`src/rtl/find_bkt_lvl_ctrl.sv`:
```
// Backtrack-level search sequencer sitting downstream of the level-state group chain.
// Optional per-run statistics counters are enabled with the FIND_BKT_STATS_EN macro.
module find_bkt_lvl_ctrl #(
  parameter int NUM_GRPS  = 4,
  parameter int WIDTH_GRP = 2,
  parameter int WIDTH_LVL = 16,
  parameter int WIDTH_BIN = 10
) (
  input  logic                 clk,
  input  logic                 rst,
  input  logic                 start_i,
  input  logic [WIDTH_LVL-1:0] max_lvl_i,
  output logic [WIDTH_GRP-1:0] grp_sel_o,
  output logic [1:0]           findflag_o,
  input  logic [1:0]           findflag_i,
  input  logic [3:0]           findindex_i,
  input  logic [WIDTH_BIN-1:0] bkt_bin_i,
  output logic                 apply_bkt_o,
  output logic                 busy_o,
  output logic                 done_o,
  output logic                 no_bkt_o,
  output logic [WIDTH_LVL-1:0] bkt_lvl_o,
  output logic [WIDTH_BIN-1:0] bkt_bin_o,
  output logic [1:0]           state_o
`ifdef FIND_BKT_STATS_EN
  ,
  output logic [31:0]          scan_cyc_o,
  output logic [15:0]          bkt_cnt_o
`endif
);

  // Handshake: start_i is accepted only in IDLE (no backpressure); the result
  // (no_bkt_o, bkt_lvl_o, bkt_bin_o) is valid in the single cycle done_o is high.
  localparam logic [1:0] IDLE  = 2'd0;
  localparam logic [1:0] SCAN  = 2'd1;
  localparam logic [1:0] APPLY = 2'd2;
  localparam logic [1:0] DONE  = 2'd3;

  logic [1:0]           state;
  logic [WIDTH_GRP-1:0] grp_r;
  logic [1:0]           flag_r;
  logic                 no_bkt_r;
  logic [WIDTH_LVL-1:0] bkt_lvl_r;
  logic [WIDTH_BIN-1:0] bkt_bin_r;

  logic [WIDTH_LVL-1:0] max_grp;
  logic [WIDTH_GRP-1:0] start_grp;
  logic [1:0]           pos;
  logic                 found;

  always_comb begin
    max_grp = max_lvl_i >> 2;
    if (max_grp > WIDTH_LVL'(NUM_GRPS - 1)) start_grp = WIDTH_GRP'(NUM_GRPS - 1);
    else                                     start_grp = max_grp[WIDTH_GRP-1:0];
  end

  // Lowest set bit wins; an all-zero index maps to position 0.
  always_comb begin
    pos = 2'd0;
    if      (findindex_i[0]) pos = 2'd0;
    else if (findindex_i[1]) pos = 2'd1;
    else if (findindex_i[2]) pos = 2'd2;
    else if (findindex_i[3]) pos = 2'd3;
  end

  // Flag value 3 is treated the same as found (2).
  assign found = findflag_i[1];

  always_ff @(posedge clk) begin
    if (!rst) begin
      state     <= IDLE;
      grp_r     <= '0;
      flag_r    <= '0;
      no_bkt_r  <= 1'b0;
      bkt_lvl_r <= '0;
      bkt_bin_r <= '0;
    end else begin
      case (state)
        IDLE: begin
          if (start_i) begin
            grp_r    <= start_grp;
            flag_r   <= 2'd0;
            no_bkt_r <= 1'b0;
            state    <= SCAN;
          end
        end
        SCAN: begin
          if (found) begin
            bkt_lvl_r <= WIDTH_LVL'({grp_r, pos});
            bkt_bin_r <= bkt_bin_i;
            state     <= APPLY;
          end else if (grp_r != '0) begin
            grp_r  <= grp_r - WIDTH_GRP'(1);
            flag_r <= findflag_i;
          end else begin
            no_bkt_r <= 1'b1;
            state    <= DONE;
          end
        end
        APPLY:   state <= DONE;
        DONE:    state <= IDLE;
        default: state <= IDLE;
      endcase
    end
  end

  assign grp_sel_o   = (state == SCAN) ? grp_r  : '0;
  assign findflag_o  = (state == SCAN) ? flag_r : 2'd0;
  assign apply_bkt_o = (state == APPLY);
  assign done_o      = (state == DONE);
  assign busy_o      = (state != IDLE);
  assign no_bkt_o    = no_bkt_r;
  assign bkt_lvl_o   = bkt_lvl_r;
  assign bkt_bin_o   = bkt_bin_r;
  assign state_o     = state;

`ifdef FIND_BKT_STATS_EN
  // Saturating counters: they stick at all-ones instead of wrapping.
  always_ff @(posedge clk) begin
    if (!rst) begin
      scan_cyc_o <= '0;
      bkt_cnt_o  <= '0;
    end else begin
      if (state == SCAN && scan_cyc_o != '1) scan_cyc_o <= scan_cyc_o + 32'd1;
      if (state == APPLY && bkt_cnt_o != '1) bkt_cnt_o <= bkt_cnt_o + 16'd1;
    end
  end
`endif

endmodule

```
`config.mk`:
```
export PLATFORM = sky130hd
export DESIGN_NAME = find_bkt_lvl_ctrl
export DESIGN_NICKNAME = d
export VERILOG_FILES = /design/src/rtl/find_bkt_lvl_ctrl.sv
export SDC_FILE = /design/constraint.sdc
export NUM_CORES = 1
export LEC_CHECK = 0
export CORE_UTILIZATION = 45
export CTS_BUF_LIST = sky130_fd_sc_hd__clkbuf_2 sky130_fd_sc_hd__clkbuf_4 sky130_fd_sc_hd__clkbuf_8
export DETAILED_ROUTE_END_ITERATION = 6
export DONT_BUFFER_PORTS = 1
export HOLD_SLACK_MARGIN = 0.1
export SYNTH_ARGS = -nofsm -noshare
export SYNTH_HDL_FRONTEND = slang
export SYNTH_SLANG_ARGS = --single-unit
export TNS_END_PERCENT = 10
```
`constraint.sdc`:
```
create_clock -name clk -period 2.2 [get_ports clk]
set_input_delay 0.44 -clock clk [delete_from_list [all_inputs] [get_ports clk]]
set_output_delay 0.44 -clock clk [all_outputs]
set_load 0.01 [all_outputs]
```
Word-level counts from Yosys, hierarchy flattened. Cells that the tools add are included.

Equal/unequal tests: 8. Reduce and logical (&&, ||, !) cells: 8. Shift-type cells: 0. Muxes and demuxes: 23. Bitwise operators: 0. Multiply operators: 0. Add/sub/neg operators: 1. Divide/modulo/power cells: 0. Order comparisons: 1.

Operators by type and width (count): two-way mux 2 bit (16); > comparator 14 x 2 -> 1 bit, second input constant (1); inequality test 2 bit, second input constant (4); one-hot mux 2 bit (2 select lines) (2); one-hot mux 2 bit (4 select lines) (1); AND reduction 4 bit (2); nonzero test 2 bit (3); == test 2 bit, second input constant (2); AND reduction 2 bit (2); two-way mux 1 bit (3); inequality test 3 bit, second input constant (1); == test 2 x 1 -> 1 bit, second input constant (1); logical NOT 2 bit (1); one-hot mux 1 bit (2 select lines) (1); subtractor 2 x 1 -> 2 bit, second input constant (1).

Memories: 0. Bits in latches: 0. RAM bits: 0. Input bits: 35. Bits in read-only memories: 0. Register bits: 21.

Depth between registers and ports, before layout.
Depth in word-level cells: 4. Mapped depth: 7. Depth with buffers taken out: 6.

Worst setup path after synthesis. Ideal clock, no wire load.

Path kind: reg-to-reg. Start: register state[0], in the netlist state_o[0]. End: register grp_r[0]. Data arrival time: 1.393 ns. Library setup time: 0.137 ns. Stages on the path, launching flop included: 7. Buffers on the path: 0. Required time: 2.063 ns. Setup slack: 0.670 ns. Clock period less this slack: 1.530 ns. Cell sequence: dfxtp_1 inv_1 ha_1 nand2b_2 o211a_4 mux2i_1 a221oi_2.

Cells in the longest elaborated chain, start to end: 3.

RTL lines: from (decl) (RTL line 39) `logic [1:0] state;`; from (signal assigned) (RTL line 71) `state <= IDLE;`; from (signal assigned) (RTL line 84) `state <= SCAN;`; from (signal assigned) (RTL line 91) `state <= APPLY;`; == test 2 x 1 -> 1 bit or logical NOT 2 bit (tied branches) (RTL line 78) `case (state)`; inequality test 2 bit (no source line) or nonzero test 2 bit (tied branches); AND reduction 4 bit (no source line); to (signal assigned) (RTL line 81) `grp_r <= start_grp;`; to (signal assigned) (RTL line 93) `grp_r <= grp_r - WIDTH_GRP'(1);`; to (decl) (RTL line 40) `logic [WIDTH_GRP-1:0] grp_r;`.

Several ways; a longest one is shown, not always the timed one. A chain may end at the register's enable or synchronous reset.

Final worst setup path.
Start: register state[1], in the netlist state_o[1]. End: output port grp_sel_o[0].

Cells in the longest elaborated chain, start to end: 2.

RTL lines: == test 2 x 1 -> 1 bit (RTL line 107) `assign grp_sel_o = (state == SCAN) ? grp_r : '0;`; two-way mux 2 bit (RTL line 107); to (decl) (RTL line 13) `output logic [WIDTH_GRP-1:0] grp_sel_o,`.

Every way passes these cells.

==> metrics <==
Cell variety after synth=28; Post-synth EDFFs=0; final WL=1900 µm; DRT Pass-1 Iters=4; Reg power frac=0.417; largest area contributor in the netlist=dfxtp_1; CP max stage delay=0.43 ns; Crit-path slowest cell=ha_1; Starting Density=0.501; clk sinks=20; Clock Tree Root=clkbuf_4; Switching Power=0.506 mW; Hold Path Sink=bkt_bin_o[6]; total negative slack=0 ns; reg2reg end=grp_r[0]; Power Internal=0.735 mW; Ant. Diodes=0; critical-path cell list=inv_1, ha_1, and2_1; DIE WIDTH=49.9 µm; IO Pins=71; Crit path max-delay family=adder cells; crit-path max FO=14; f_max=0.509 GHz; sequential cell area fraction in the yosys report=0.388; post-route clock period utilization=0.893; Die H=49.9 µm; # Post-CTS Setup Buffers=0; clk buf depth=2; Final Hold Slack=0.260 ns; IO Port Bufs=0; placed cells=152; Comb pwr share=0.415; RSZ-0062 raised after global routing=false; Tot Pwr=1.24 mW; minimum clock period=1.96 ns; RePlAce Congestion=0.742; Row Count=16; share of layout cells above drive strength 1=0.0620; Core Area=0.00206 mm²; Setup CP Type=reg2out; maxcap violations=0; via density per instance=5.17; post-synth design cell area=0.00103 mm²; Worst-path clk slew=0.11 ns; nets=170; final instance area=0.00103 mm²; Slew @ Worst Pin=0.616 ns; CP Data Arrival Time=1.52 ns; Top FF cell, synth=dfxtp_1; reg-to-reg slack, setup=0.41 ns; Yosys reg bits=20; Worst R2R Path Depth=6; CTS Buf Count=3; first-pass GRT wire length=3040 µm; cells after synthesis=130; top-count cell post-synth=nand2_1; Avg Inst Size Synth=7.94 µm²; Initial DRC Count=9; die area=0.00249 mm²; Net Sw Frac=0.408; Req. time, crit path=1.76 ns; endpoints failing hold=0; Worst Clk Skew=0.00690 ns; initial antenna violation count=0; crit path capture type=primary output; cell leakage power=0.397 nW; Clk network pwr share=0.168; Post-Layout Cell Count=156; Startpoint Class=flip-flop; worst min-delay path category=in2reg; Area Overhead vs Synth=-0.121%; DRC violations left=0; Antenna Violating Nets Remaining=0; Resize count post-CTS=0; Rel. slew slack=0.589; largest net degree at the start of global routing=21; Async SR Flop Fraction=0; Worst Min Path Start=bkt_bin_i[6]; PD cells=1200 mW/mm²; vias in the first global route=706; hold path cells=2; Slew Viols, Final=0; Post-Place Cell Area=995 µm²; Clock Latency Late Sink=0.30 ns; Max H-tree Level=1; Remaining Overflow, GRT=0; post-DP HPWL=1440 µm; Max VDD drop=570 µV; R2R Path Start=state_o[1]; CTS Hold Buffers Added=0; top cells by count, synth=31 x nand2_1, 20 x dfxtp_1, 19 x a21oi_1; crit path buf inv count=1; synth top area cells=dfxtp_1 39%, nand2_1 11%, buf_4 11%; vias=806; run status=complete, no violations; Finish-stage setup viols=0; post-synth top area share=0.388; Wirelength per Cell=12.2 µm; TritonCTS clock tree=yes; gr usage total=0.160; synth warn=0
-- logic make-up (layout without fill, tap and decap cells) --
kind of cell / count (synthesis) / after routing / synth area share
compound gates: 29 / 29 / 0.176
other cells: 1 / 13 / 0.00363
flops: 20 / 20 / 0.388
mux: 1 / 1 / 0.00970
buf+inv: 25 / 12 / 0.145
fa+ha+maj: 5 / 5 / 0.0606
simple gates: 49 / 49 / 0.217
-- routing by layer --
layer / GRT usage / up-vias / part of all wire
met1: 0.182 / 358 / 0.45
li1: - / 406 / -
met3: 0.0772 / 2 / 0.083
met4: 0.0143 / 0 / 0.0053
met5: 0 / - / 0
met2: 0.277 / 40 / 0.46
-- state kept, by name, summed over array words and instances, names as in the netlist --
| name | count |
|---|---|
| grp_r | 2 |
| state_o | 2 |
| flag_r | 1 |
| bkt_lvl_o | 4 |
| bkt_bin_o | 10 |
| no_bkt_o | 1 |
-- worst max path at each step --
stage,slack (ns),startpoint,cells past startpoint,endpoint
after global routing,0.1,state_o[1],3,grp_sel_o[0]
after global placement,0.49,state_o[1],6,grp_r[0]
after CTS,0.23,state_o[1],3,grp_sel_o[0]
after floorplan,0.67,state_o[0],6,grp_r[0]
after detailed placement,0.41,state_o[1],6,grp_r[0]
final,0.24,state_o[1],3,grp_sel_o[0]
-- cell usage in the layout (no fill, tap or decap) --
| master | netlist | layout |
|---|---|---|
| nor2b_1 | 1 | 1 |
| nand3b_1 | 1 | 1 |
| nand2b_2 | 1 | 1 |
| or3_1 | 1 | 1 |
| and2_1 | 4 | 4 |
| dfxtp_1 | 20 | 20 |
| a32oi_1 | 1 | 1 |
| o2111ai_1 | 1 | 1 |
| nand4_1 | 1 | 1 |
| ha_1 | 5 | 5 |
| a221oi_2 | 1 | 1 |
| o211ai_1 | 2 | 2 |
| inv_1 | 7 | 7 |
| or3b_1 | 1 | 1 |
| o21ai_0 | 2 | 2 |
| o21ai_1 | 1 | 1 |
| mux2i_1 | 1 | 1 |
| nor4_1 | 2 | 2 |
| nand3_1 | 1 | 1 |
| nor3_1 | 2 | 2 |
| clkbuf_4 | 0 | 3 |
| nor2_1 | 3 | 3 |
| nand2_1 | 31 | 31 |
| a21oi_1 | 19 | 19 |
| buf_4 | 15 | 1 |
| o211a_4 | 1 | 1 |
| conb_1 | 1 | 13 |
| clkbuf_8 | 0 | 1 |
| a31oi_1 | 1 | 1 |
-- stage by stage --
| stage | worst slack [ns] | utilization |
|---|---|---|
| after floorplan | 0.670 | - |
| after global placement | 0.485 | 0.482 |
| after detailed placement | 0.407 | 0.482 |
| after CTS | 0.229 | 0.500 |
| after global routing | 0.0966 | 0.500 |
| final | 0.236 | 0.500 |
-- power groups by stage --
stage,clock (mW),combinational (mW),sequential (mW)
2_1_floorplan,0,0.466,0.510
3_3_place_gp,0,0.499,0.527
3_5_place_dp,0,0.521,0.527
4_1_cts,0.220,0.522,0.519
5_1_grt,0.232,0.587,0.531
6_report,0.209,0.514,0.517
-- layout make-up --
type                            count  area (µm²)
Fill cell                         222        1030
Sequential cell                    20         400
Timing Repair Buffer                1        7.51
Inverter                            7        26.3
Multi-Input combinational cell     97         527
Tap cell                           27        33.8
Clock buffer                        4        36.3
Power figures use the tool's default switching activity.
